$ cat config.mk
export PLATFORM = sky130hd
export DESIGN_NAME = freq_lock_monitor
export DESIGN_NICKNAME = d
export VERILOG_FILES = /design/src/rtl/freq_monitor_pkg.sv /design/src/rtl/freq_sample_timer.sv /design/src/rtl/freq_lock_monitor.sv
export SDC_FILE = /design/constraint.sdc
export NUM_CORES = 1
export LEC_CHECK = 0
export ABC_AREA = 1
export CAP_MARGIN = 25
export CORE_UTILIZATION = 45
export DETAILED_ROUTE_END_ITERATION = 10
export GPL_ROUTABILITY_DRIVEN = 0
export PLACE_DENSITY = 0.8
export SLEW_MARGIN = 30
export SYNTH_ARGS = -nofsm -noshare
export SYNTH_HDL_FRONTEND = slang
export SYNTH_SLANG_ARGS = --single-unit
$ cat constraint.sdc
create_clock -name refclk -period 1.6 [get_ports refclk]
set_input_delay 0.24 -clock refclk [delete_from_list [all_inputs] [get_ports refclk]]
set_output_delay 0.24 -clock refclk [all_outputs]
set_load 0.01 [all_outputs]
$ cat src/rtl/freq_monitor_pkg.sv
// Shared types and helpers for the refclk-domain frequency lock monitor.
package freq_monitor_pkg;

  typedef enum logic [1:0] {
    DISCARD,
    ACQUIRE,
    LOCKED,
    HOLD
  } fm_state_t;

  // Width of an estimator count that can reach factor*period.
  function automatic int fm_width(input int factor, input int period);
    return $clog2(factor * period);
  endfunction

endpackage

$ cat src/rtl/freq_sample_timer.sv
// Free-running modulo-PERIOD counter that emits a tick in its last count.
module freq_sample_timer #(
  parameter int PERIOD = 1000
) (
  input  logic refclk,
  input  logic reset_n,
  output logic tick
);

  localparam int TW = (PERIOD > 1) ? $clog2(PERIOD) : 1;
  localparam logic [TW-1:0] LAST = TW'(PERIOD - 1);

  logic [TW-1:0] tcnt;

  // NOTE: registers use non-blocking assignments so every flop samples pre-edge values.
  always_ff @(posedge refclk) begin
    if (!reset_n) begin
      tcnt <= '0;
    end else if (tcnt == LAST) begin
      tcnt <= '0;
    end else begin
      tcnt <= tcnt + 1'b1;
    end
  end

  assign tick = (tcnt == LAST);

endmodule

$ cat src/rtl/freq_lock_monitor.sv
// Samples the estimator count once per period, classifies it against runtime
// limits, runs a debounced lock FSM and tracks the extreme samples seen.
module freq_lock_monitor
  import freq_monitor_pkg::*;
#(
  parameter int  PERIOD     = 1000,
  parameter int  FACTOR     = 2,
  parameter int  LOCK_CNT   = 4,
  parameter int  UNLOCK_CNT = 2,
  localparam int FW         = fm_width(FACTOR, PERIOD)
) (
  input  logic          refclk,
  input  logic          reset_n,
  input  logic [FW-1:0] frequency,
  input  logic [FW-1:0] freq_min,
  input  logic [FW-1:0] freq_max,
  input  logic          clear,
  output logic          sample_stb,
  output logic [FW-1:0] freq_last,
  output logic          too_low,
  output logic          too_high,
  output logic          locked,
  output logic          lock_lost,
  output logic          lock_lost_sticky,
  output logic [FW-1:0] freq_lo_seen,
  output logic [FW-1:0] freq_hi_seen,
  output logic          seen_valid
);

  localparam int GW = $clog2(LOCK_CNT + 1);
  localparam int BW = $clog2(UNLOCK_CNT + 1);

  fm_state_t     state;
  logic [GW-1:0] good_cnt;
  logic [BW-1:0] bad_cnt;
  logic          tick;
  logic          accept;
  logic          is_low;
  logic          is_high;
  logic          in_range;
  logic          do_unlock;

  freq_sample_timer #(
    .PERIOD (PERIOD)
  ) u_timer (
    .refclk  (refclk),
    .reset_n (reset_n),
    .tick    (tick)
  );

  // Inverted limits make both flags unreachable together for no f, so nothing is in range.
  assign is_low   = (frequency < freq_min);
  assign is_high  = (frequency > freq_max);
  assign in_range = !is_low && !is_high;
  assign accept   = tick && (state != DISCARD);

  // NOTE: default assigned first so no path through the block infers a latch.
  always_comb begin
    do_unlock = 1'b0;
    if (accept && !in_range) begin
      if (state == LOCKED && UNLOCK_CNT == 1) do_unlock = 1'b1;
      if (state == HOLD && int'(bad_cnt) + 1 >= UNLOCK_CNT) do_unlock = 1'b1;
    end
  end

  always_ff @(posedge refclk) begin
    if (!reset_n) begin
      state            <= DISCARD;
      good_cnt         <= '0;
      bad_cnt          <= '0;
      sample_stb       <= 1'b0;
      freq_last        <= '0;
      too_low          <= 1'b0;
      too_high         <= 1'b0;
      locked           <= 1'b0;
      lock_lost        <= 1'b0;
      lock_lost_sticky <= 1'b0;
      freq_lo_seen     <= '0;
      freq_hi_seen     <= '0;
      seen_valid       <= 1'b0;
    end else begin
      sample_stb <= 1'b0;
      lock_lost  <= 1'b0;

      if (clear) begin
        lock_lost_sticky <= 1'b0;
        seen_valid       <= 1'b0;
        freq_lo_seen     <= '0;
        freq_hi_seen     <= '0;
      end

      if (tick && state == DISCARD) begin
        state <= ACQUIRE;
      end

      if (accept) begin
        sample_stb <= 1'b1;
        freq_last  <= frequency;
        too_low    <= is_low;
        too_high   <= is_high;

        // A same-cycle clear restarts the trackers from this sample.
        if (!seen_valid || clear) begin
          freq_lo_seen <= frequency;
          freq_hi_seen <= frequency;
          seen_valid   <= 1'b1;
        end else begin
          if (frequency < freq_lo_seen) freq_lo_seen <= frequency;
          if (frequency > freq_hi_seen) freq_hi_seen <= frequency;
        end

        case (state)
          ACQUIRE: begin
            if (!in_range) begin
              good_cnt <= '0;
            end else if (int'(good_cnt) + 1 >= LOCK_CNT) begin
              state    <= LOCKED;
              locked   <= 1'b1;
              good_cnt <= '0;
            end else begin
              good_cnt <= good_cnt + 1'b1;
            end
          end
          LOCKED: begin
            if (!in_range && UNLOCK_CNT > 1) begin
              state   <= HOLD;
              bad_cnt <= BW'(1);
            end
          end
          HOLD: begin
            if (in_range) begin
              state   <= LOCKED;
              bad_cnt <= '0;
            end else if (!do_unlock) begin
              bad_cnt <= bad_cnt + 1'b1;
            end
          end
          default: state <= DISCARD;
        endcase

        // Placed after the clear handling so a simultaneous unlock keeps sticky set.
        if (do_unlock) begin
          state            <= ACQUIRE;
          locked           <= 1'b0;
          lock_lost        <= 1'b1;
          lock_lost_sticky <= 1'b1;
          good_cnt         <= '0;
          bad_cnt          <= '0;
        end
      end
    end
  end

endmodule

# Yosys cells after proc, flatten, opt, wreduce, memory -nomap -nowiden
# Index checks and enable logic that the tools add are counted.
[word_totals] latch_bits=0 mem_bits_rw=0 inputBits=36 output_inout_bits=40 reg_bits=57 wordCells=90 mem_bits_ro=0 n_memories=0
[classes] shifts=0 n_mul=0 n_eq_ne=5 muxes=38 n_lt_le_gt_ge=6 n_reduce_logical=21 bitwise_logic=1 n_div=0 add_sub_neg=5
[op_table] operator="$mux 11" count=8
[op_table] operator="$gt 11x11->1" count=2
[op_table] operator="$lt 11x11->1" count=2
[op_table] operator="$mux 2" count=10
[op_table] operator="$mux 1" count=14
[op_table] operator="$mux 3" count=4
[op_table] operator="$add 10x1->10 const B" count=1
[op_table] operator="$eq 10x10->1 const B" count=1
[op_table] operator="$reduce_bool 2->1" count=4
[op_table] operator="$pmux 2 s3" count=1
[op_table] operator="$logic_and 1x1->1" count=5
[op_table] operator="$add 3x1->4 const B" count=1
[op_table] operator="$eq 2x2->1 const B" count=2
[op_table] operator="$ge 4x3->1 const B" count=1
[op_table] operator="$logic_not 1->1" count=4
[op_table] operator="$pmux 2 s2" count=1
[op_table] operator="$reduce_and 2->1" count=2
[op_table] operator="$reduce_and 4->1" count=1
[op_table] operator="$add 2x1->3 const B" count=1
[op_table] operator="$add 3x1->3 const B" count=1
[op_table] operator="$ge 3x2->1 const B" count=1
[op_table] operator="$ne 3x3->1 const B" count=1
[op_table] operator="$reduce_and 3->1" count=1
[op_table] operator="$reduce_bool 3->1" count=1
[op_table] operator="6 further kinds" count=6

# Longest topological paths before layout
# Gate-level depths: netlist of the first run.
[depth] word_depth=8 mapped_depth=15 depth_no_buf=15

# Cells and area by module
# A second synthesis of the first run with hierarchy kept.
[hier_totals] cells_unflattened=490 area_unflattened_um2=3631.0
[modules_own_cells] module="freq_lock_monitor" cells_per_inst=426 seq_area_each_um2=940.9 area_per_inst_um2=3150.5 instances=1
[modules_own_cells] module="freq_sample_timer" cells_per_inst=64 seq_area_each_um2=200.2 area_per_inst_um2=480.5 instances=1

# Worst setup path before layout of the first run
# Ideal clock, no wire load.
[synth_path] kind="flip-flop to flip-flop" startpoint="register freq_hi_seen[10]" endpoint="register freq_hi_seen[2]" period_less_slack_ps=1638 arrival_ps=1568 path_slack_ps=-38 path_stages_with_launch=12 t_required_ps=1530 n_path_buf=1 path_cell_list="dfxtp_1 -> inv_1 -> ha_1 -> nand2_1 -> nor2_1 -> nand3_1 -> nand3_1 -> nand2_1 -> nand2_1 -> buf_2 -> nand3_1 -> a21oi_1"
[synth_via] elab_chain_len=4
[synth_lines] item="from (decl)" line_no="freq_lock_monitor.sv:26" source="output logic [FW-1:0] freq_hi_seen,"
[synth_lines] item="from (signal assigned)" line_no="freq_lock_monitor.sv:105" source="freq_hi_seen <= frequency;"
[synth_lines] item="from (signal assigned)" line_no="freq_lock_monitor.sv:109" source="if (frequency > freq_hi_seen) freq_hi_seen <= frequency;"
[synth_lines] item="$gt 11x11->1" line_no="freq_lock_monitor.sv:109"
[synth_lines] item="$mux 11" line_no="freq_lock_monitor.sv:109"
[synth_lines] item="$mux 11" line_no="freq_lock_monitor.sv:103" source="if (!seen_valid || clear) begin"
[synth_lines] item="$mux 11" line_no="freq_lock_monitor.sv:96" source="if (accept) begin"
# No other way between the ends.
# A chain may end at the register's enable or synchronous reset.

# Worst setup path in the final report of the first run
[layout_path] startpoint="register freq_lo_seen[6]" endpoint="register freq_lo_seen[6]"
[layout_via] elab_chain_len=4 elab_cells_between_ends=5
[layout_lines] item="from (decl)" line_no="freq_lock_monitor.sv:25" source="output logic [FW-1:0] freq_lo_seen,"
[layout_lines] item="from (signal assigned)" line_no="freq_lock_monitor.sv:104" source="freq_lo_seen <= frequency;"
[layout_lines] item="from (signal assigned)" line_no="freq_lock_monitor.sv:108" source="if (frequency < freq_lo_seen) freq_lo_seen <= frequency;"
[layout_lines] item="$lt 11x11->1 or $mux 11 (tied branches)" line_no="freq_lock_monitor.sv:108, freq_lock_monitor.sv:85"
[layout_lines] item="$mux 11" line_no="freq_lock_monitor.sv:108"
[layout_lines] item="$mux 11" line_no="freq_lock_monitor.sv:103"
[layout_lines] item="$mux 11 *" line_no="freq_lock_monitor.sv:96"
# Every way passes the cells marked *; elsewhere a longest branch is shown, timed or not.

==> run summary, run 1 <==
The run finished, with violations left. The checks that failed: setup timing. The worst register-to-register path has a setup slack of -360 ps.

The die is 90.2 um tall. For the sequential cell area fraction in the yosys report, the log shows 0.326. TritonCTS built the clock tree. The relative area change from synthesis to final layout is 70.2%, and the final net count is 723. Worst reg2reg path startpoint: freq_lo_seen[6]. For the number of antenna violations at the first check in global routing, the log shows 0. The highest clock frequency the design can meet was 510 MHz. The kind of cell with the highest combined delay along the critical path is simple AND/OR/NAND/NOR gates. Global routing finished with a remaining overflow of 0. Entering global routing, the biggest net connects 20 pins. In this run the count of I/O pins placed on the die edge is 76. The core region is 7370 um^2.

The count of TritonRoute iterations in the first routing pass is 5. At the pin with the least slew margin, the transition time is 353 ps. The clock transition at the register clock pins on the worst setup and hold paths after CTS was 70 ps; the number of placement rows was 31. Final period utilization: 1.22. STA classifies the critical path startpoint as a flip-flop. The number of DRC markers after the initial detailed-route iteration was 308; the worst stage delay on the critical path was 330 ps. For the global routing usage summed across all routing layers, the log shows 0.319.

After clock tree synthesis, the flow added hold-fix buffers numbering 0. Setup repair after global routing could not meet its margin everywhere. The time the final worst path needs with I/O delays and setup was 1960 ps; the horizontal die dimension was 90.2 um. Dividing total power by cell area gives a power density of 637 nW/um^2. For the worst-skew pair, the clock arrives at the later sink with an insertion delay of 350 ps.

The signal on the critical path passes through inv_1, ha_4, nand2_1, nor2_1, nand4_1, nand3_2, nand2_4, nand2_8, inv_8, nor2_2, nor2_1. The number of clock buffers added by TritonCTS is 9. The worst setup slack after placement was -815 ps. In the layout the commonest cells are 72 x sky130_fd_sc_hd__nand2_1, 67 x sky130_fd_sc_hd__buf_4, 57 x sky130_fd_sc_hd__nor2_1, 50 x sky130_fd_sc_hd__inv_1, 40 x sky130_fd_sc_hd__dfxtp_1. The largest individual stage delay along the critical path comes from the cell sky130_fd_sc_hd__dfxtp_1. The number of failing hold endpoints at the final stage is 0.

The total detailed-routing wirelength is 14700 um, and the die area is 8140 um^2. Most common library cell in the layout ignoring fill and taps: sky130_fd_sc_hd__nand2_1. The number of cells on the worst reg-to-reg path is 11. The maximum buffer depth of the clock tree was 2. The H-tree depth reported by CTS is 3, and the worst clock skew on the final layout is 8.72 ps. The max-cap check violation count is 0. For the starting density of the core, the log shows 0.475.

The share of post-route cells with drive strength above 1 works out to 0.414. In this run the worst setup path terminates at freq_lo_seen[6]. The count of unresolved DRC violations after routing came out at 0. The logs give 0.765 for the max-slew headroom at the worst pin and 7690 um for the half-perimeter wire length after placement. The cell count along the critical path came out at 11.

Warning count from the yosys run: 0. For the number of global-route vias before repair, the log shows 4352. The critical path contains buffers and inverters numbering 2 combined. Fill cells in the final layout number 409.

Flip-flop and latch count after synthesis: 57. Worst setup margin: -360 ps. Counting every net in the synthesized netlist gives 573. The synthesized area per cell is 7.12 um^2. For the number of nets still failing antenna checks after routing, the log shows 0. The post-synthesis instance total came out at 492. Per-cell routed wire length: 19.7 um. Critical path start-end classification: reg2reg. For the number of placed cells counting well taps, the log shows 717. The number of port buffers is 75, and the first-pass GRT wire length is 20300 um. Path type of the worst min-delay path: in2reg. The clock drives 57 sinks.

The via count is 4314, and the accumulated negative setup slack is -6020 ps. End of the worst register-to-register path: freq_lo_seen[6]. In the final layout, flip-flops and latches occupy 1160 um^2. Non-filler instance count after layout: 746. The worst setup path is captured at a flip-flop. The largest vdd supply drop came out at 0.000665 V. Cell seen most often among critical-path stages: sky130_fd_sc_hd__nor2_1. The root buffer cell was sky130_fd_sc_hd__clkbuf_8. The logs give 2800 um^2 for the combined area of the multi-input logic cells and 0 for the number of antenna diodes. STA puts the critical path data required time at 1830 ps. Along the worst path, the maximum fanout reaches 6. The mapped netlist covers 3500 um^2. In this run, distinct cell masters in the synthesized netlist total 31.

Setup violations remaining at the end of the flow were counted as 26. Number of max-slew violations in the final report: 0. Leakage power figure: 2.64 nW. The worst setup path startpoint is freq_lo_seen[6]. At the worst endpoint, the arrival time is 2190 ps. After detailed routing, the number of vias per cell comes to 5.78.
[through the flow]
step                      hold WS [ps]  utilization  power, mW  area [um^2]
after floorplan                    375            -       1.69         3520
after global placement             450        0.651       1.91         4800
after detailed placement           468        0.651       1.92         4800
after CTS                          338        0.763       3.64         5630
after global routing               360        0.809       3.93         5960
final                              347        0.809       3.80         5960
[state kept, by name, indices dropped and copies added, names as in the netlist]
| name | count |
|---|---|
| state | 2 |
| locked | 1 |
| good_cnt | 3 |
| bad_cnt | 2 |
| too_high | 1 |
| freq_hi_seen | 11 |
| freq_lo_seen | 11 |
| seen_valid | 1 |
| lock_lost_sticky | 1 |
| too_low | 1 |
| lock_lost | 1 |
| sample_stb | 1 |
| u_timer.tcnt | 10 |
| freq_last | 11 |
[repair_timing]
| action | in CTS | in global routing |
|---|---|---|
| resized for setup | 158 | 114 |
| pin swaps | 67 | 54 |
| buffers inserted | 6 | 5 |
| cloned | 3 | 0 |
| setup endpoints to repair | 37 | 50 |
[Yosys cell counts]
cell type                  instances  share of area
sky130_fd_sc_hd__clkbuf_1          5         0.0054
sky130_fd_sc_hd__buf_2             3         0.0043
sky130_fd_sc_hd__nand2_4           2         0.0064
sky130_fd_sc_hd__nand3_4           1         0.0050
sky130_fd_sc_hd__buf_6             3         0.0096
sky130_fd_sc_hd__nor3_2            1         0.0029
sky130_fd_sc_hd__inv_2             1         0.0011
sky130_fd_sc_hd__and3_1            3         0.0054
sky130_fd_sc_hd__nor2_4            4          0.013
sky130_fd_sc_hd__dfxtp_1          57           0.33
sky130_fd_sc_hd__nand2_1          89          0.095
sky130_fd_sc_hd__ha_1             45           0.16
sky130_fd_sc_hd__xnor2_1           1         0.0025
sky130_fd_sc_hd__nor2_1           77          0.083
sky130_fd_sc_hd__o21bai_1          1         0.0021
sky130_fd_sc_hd__xor2_1            2         0.0050
sky130_fd_sc_hd__nor2_2            3         0.0054
sky130_fd_sc_hd__a21oi_1          40          0.057
sky130_fd_sc_hd__nor3b_1           2         0.0043
sky130_fd_sc_hd__nand3b_1          1         0.0021
sky130_fd_sc_hd__inv_6             1         0.0025
sky130_fd_sc_hd__o21ai_1           9          0.013
sky130_fd_sc_hd__nor3_1            2         0.0029
sky130_fd_sc_hd__a22oi_1           8          0.017
sky130_fd_sc_hd__nand2_2           3         0.0054
sky130_fd_sc_hd__inv_1            76          0.081
sky130_fd_sc_hd__o21ai_0          21          0.030
sky130_fd_sc_hd__o21a_1            6          0.013
sky130_fd_sc_hd__nand3_1          16          0.023
sky130_fd_sc_hd__or2_1             1         0.0018
sky130_fd_sc_hd__nand4_1           8          0.014
[where the power goes]
part / switching (mW) / leakage (nW) / internal (mW)
registers: 0.00597 / 0.468 / 1.43
clock network: 0.603 / 0.118 / 1.04
logic: 0.409 / 2.06 / 0.321
total: 1.02 / 2.64 / 2.78
[worst register-to-register path, cell delays in order (launching register included)]
cell and delay [ps]:
sky130_fd_sc_hd__dfxtp_1 330, sky130_fd_sc_hd__inv_1 90, sky130_fd_sc_hd__ha_4 290, sky130_fd_sc_hd__nand2_1 120
sky130_fd_sc_hd__nor2_1 180, sky130_fd_sc_hd__nand4_1 150, sky130_fd_sc_hd__nand3_2 130, sky130_fd_sc_hd__nand2_4 110
sky130_fd_sc_hd__nand2_8 140, sky130_fd_sc_hd__inv_8 60, sky130_fd_sc_hd__nor2_2 150, sky130_fd_sc_hd__nor2_1 90
[layout make-up]
cell class / count / share of cell area
clock buffers: 11 / 0.0220
clock inverters: 5 / 0.0174
inverters: 78 / 0.0520
multi-input cells: 348 / 0.469
flip-flops and latches: 57 / 0.195
well taps: 99 / 0.0208
repair buffers: 148 / 0.224
[per-layer routing]
layer  global-route usage  vias up  share of wire
li1                     -     1889              -
met1                0.318     1997           0.35
met2                0.557      297           0.48
met3               0.0821      131          0.081
met4                0.266        0          0.087
met5                    0        -              0
[kinds of logic after synthesis]
logic type      count (synthesis)  synth area share
compound gates                 85             0.132
xor+xnor                        3           0.00750
fa+ha+maj                      45             0.161
buf+inv                        89             0.104
flops                          57             0.326
simple gates                  213             0.269
[worst min-delay path by stage]
| stage | startpoint | endpoint | slack, ps | cells past startpoint |
|---|---|---|---|---|
| after floorplan | frequency[7] | freq_lo_seen[7] | 370 | 2 |
| after global placement | freq_last[2] | freq_last[2] | 450 | 2 |
| after detailed placement | freq_last[2] | freq_last[2] | 470 | 2 |
| after CTS | frequency[0] | freq_hi_seen[0] | 340 | 3 |
| after global routing | frequency[0] | freq_hi_seen[0] | 360 | 3 |
| final | frequency[0] | freq_hi_seen[0] | 350 | 3 |
Note: power is estimated with default switching activity, not from simulation.
==> run 2, diff against run 1 <==
CORE_MARGIN = 2   (was unset)
PLACE_DENSITY = 0.77   (was 0.8)
==> run 2 against run 1 <==
  * The run still ends with setup timing left
  * Design area rose by 3.2%
  * Sequential share of layout area down 0.59 points
  * Critical path type unchanged
  * First-iteration DRC count down 6.5%
  * Global-route usage decreased by 3.6 points
==> run summary, run 2 (synthesized netlist as in run 1, its figures left out) <==
The flow ran to the end, but the final reports show violations. The checks that failed: setup timing. The slew at the pin with the worst max-slew slack works out to 368 ps (+15.4 ps). The worst setup path is launched from a flip-flop.

Number of antenna violations at the first check in global routing: 0 (unchanged). The logs give 2890 um^2 (+3.2%) for the combined area of the multi-input logic cells and -384 ps (-24.4 ps) for the worst setup margin. For the final design area excluding fillers, the log shows 6150 um^2 (+3.2%). In this run the critical register-to-register path is launched from freq_hi_seen[9]. Required time at the endpoint of the critical path: 1840 ps (about the same).

The critical path start-end classification is reg2reg. The run gives 14700 um (about the same) as the total detailed-routing wirelength. The path with the worst hold slack has its endpoint at freq_hi_seen[0]. The logs give 0 (unchanged) for the number of failing hold endpoints at the final stage and 7650 um^2 (+3.8%) for the area of the core. The run gives 0.805 (-0.00435) as the final core utilization. Final period utilization: 1.24 (+0.0152). The most common library cell in the layout ignoring fill and taps is sky130_fd_sc_hd__buf_4. The time the final worst path needs with I/O delays and setup is 1980 ps (+24.4 ps), and the critical path arrival is 2220 ps (+30 ps). Maximum fanout encountered on the critical timing path: 5 (-1). The worst reg2reg path depth works out to 10 (-1). In the final layout, the registers with the most flip-flops are freq_hi_seen: 11 flops, freq_last: 11 flops, freq_lo_seen: 11 flops. Setup repair after global routing could not meet its margin everywhere. Path type of the worst min-delay path: in2reg. The startpoint identified for the worst hold timing path is frequency[0]. Number of port buffers: 75 (unchanged).

Max-slew headroom at the worst pin: 0.755 (-0.0100). The worst reg-to-reg setup slack is -380 ps (-20 ps), and the insertion delay of the later-clocked pin in the worst-skew pair is 350 ps (about the same). The worst clock skew on the final layout was 14.0 ps (+5.24 ps); the via count was 4273 (-0.95%). For the setup violation total in the final timing report, the log shows 34 (+31%).

The pin count of the biggest net entering global routing came out at 19 (-5.0%). TritonCTS built the clock tree. The via-per-instance ratio works out to 5.61 (-2.9%). The cell sitting at the root of the clock tree is a sky130_fd_sc_hd__clkbuf_8. The number of DRC markers after the initial detailed-route iteration was 288 (-6.5%). The non-filler instance count after layout was 761 (+2.0%); the worst setup slack after placement was -711 ps (+104 ps). The count of TritonRoute iterations in the first routing pass was 6 (+1); the die span in y was 92.2 um (+2.2%). The power density over the cells is 549 nW/um^2 (-14%). The filler cell count is 410 (+0.24%), and the number of nets still failing antenna checks after routing is 0 (unchanged). The tools report the starting density of the core as 0.458 (-0.0173). The logs give 8030 um (+4.4%) for the half-perimeter wire length after placement and 3.38 mW (-11%) for the power consumption. The maximum buffer depth of the clock tree is 2 (unchanged). The end of the worst register-to-register path is freq_hi_seen[4]. The first-pass GRT wire length is 19000 um (-6.6%), and the residual overflow from global routing is 0 (unchanged).

For the instance area after placement, the log shows 4830 um^2 (+0.65%). The clock transition at the register clock pins on the worst setup and hold paths after CTS works out to 70 ps (about the same). The area growth from synthesis to layout is 75.7%. The share of post-route cells with drive strength above 1 was 0.463 (+0.0486); the max-cap check violation count was 0 (unchanged).

The per-cell routed wire length was 19.3 um (-1.9%). The number of placement rows was 32 (+3.2%). The tools report the worst hold slack as 380 ps (+32.7 ps). The number of antenna diodes was 0 (unchanged). For the register area, the log shows 1160 um^2 (+0.11%). Leaving out fill and tap cells, the most frequent cells in the layout are 66 x sky130_fd_sc_hd__buf_4, 63 x sky130_fd_sc_hd__nand2_1, 51 x sky130_fd_sc_hd__nor2_1, 49 x sky130_fd_sc_hd__inv_1, 41 x sky130_fd_sc_hd__clkdlybuf4s50_1.

The number of max-slew violations in the final report is 0 (unchanged). The tools report the leakage power figure as 2.65 nW (+0.32%). The kind of end point of the critical path was a flip-flop. The highest clock frequency the design can meet was 504 MHz (-1.2%); the final net count was 736 (+1.8%). The count of pins on the block boundary is 76 (unchanged), and the H-tree depth reported by CTS is 3 (unchanged). Accumulated negative setup slack: -6990 ps (-975 ps).

The logs give 57 (unchanged) for the clock net sink count and 0 (unchanged) for the count of unresolved DRC violations after routing. The instance count along the most critical hold path is 3 (unchanged). The horizontal die dimension was 92.2 um (+2.2%); the die area was 8500 um^2 (+4.5%).

Global routing usage summed across all routing layers: 0.284 (-0.0355). The CTS buffer count is 9 (unchanged), and the number of global-route vias before repair is 4101 (-5.8%). The number of placed cells counting well taps is 722 (+0.70%), and the largest vdd supply drop is 0.000548 V (-18%).
==> run 2: worst max-delay path, stage by stage (launching register included) <==
cell	delay, ps
sky130_fd_sc_hd__dfxtp_2	340
sky130_fd_sc_hd__inv_1	50
sky130_fd_sc_hd__ha_1	290
sky130_fd_sc_hd__nand2_2	130
sky130_fd_sc_hd__o21a_1	250
sky130_fd_sc_hd__nand3_2	180
sky130_fd_sc_hd__nand2_4	140
sky130_fd_sc_hd__nand2_4	100
sky130_fd_sc_hd__buf_6	160
sky130_fd_sc_hd__a22oi_2	150
sky130_fd_sc_hd__nor2_1	60
==> run 2: timing repair <==
item | in CTS | in global routing
gates resized for setup | 138 | 170
pin swaps | 51 | 69
gates cloned | 3 | 0
endpoints found under the setup margin | 40 | 49
hold buffers | 0 | 0
buffers inserted | 17 | 8
==> run 2: layout make-up <==
type                            instances  area share
Clock buffer                           12      0.0236
Clock inverter                          3     0.00285
Inverter                               78      0.0496
Tap cell                              102      0.0207
Timing Repair Buffer                  162       0.245
Sequential cell                        57       0.189
Multi-Input combinational cell        347       0.469
==> run 2: metal layers <==
metal,GRT usage,part of all wire,vias up
met5,0,0,-
met4,0.137,0.075,0
met3,0.0477,0.078,108
met2,0.523,0.49,268
met1,0.314,0.36,1981
li1,-,-,1916
==> run 2: report_power, final <==
group | switching (mW) | internal [mW]
clock network | 0.617 | 0.591
registers | 0.00609 | 1.43
logic | 0.405 | 0.330
==> run 2: worst max path at each step <==
stage	start	endpoint	slack [ps]
floorplan	freq_hi_seen[10]	freq_hi_seen[4]	3
global placement	frequency[2]	good_cnt[0]	-600
detailed placement	frequency[10]	bad_cnt[0]	-710
CTS	u_timer.tcnt[0]	freq_lo_seen[3]	-60
global route	freq_hi_seen[9]	freq_hi_seen[4]	-430
finish	freq_hi_seen[9]	freq_hi_seen[4]	-380
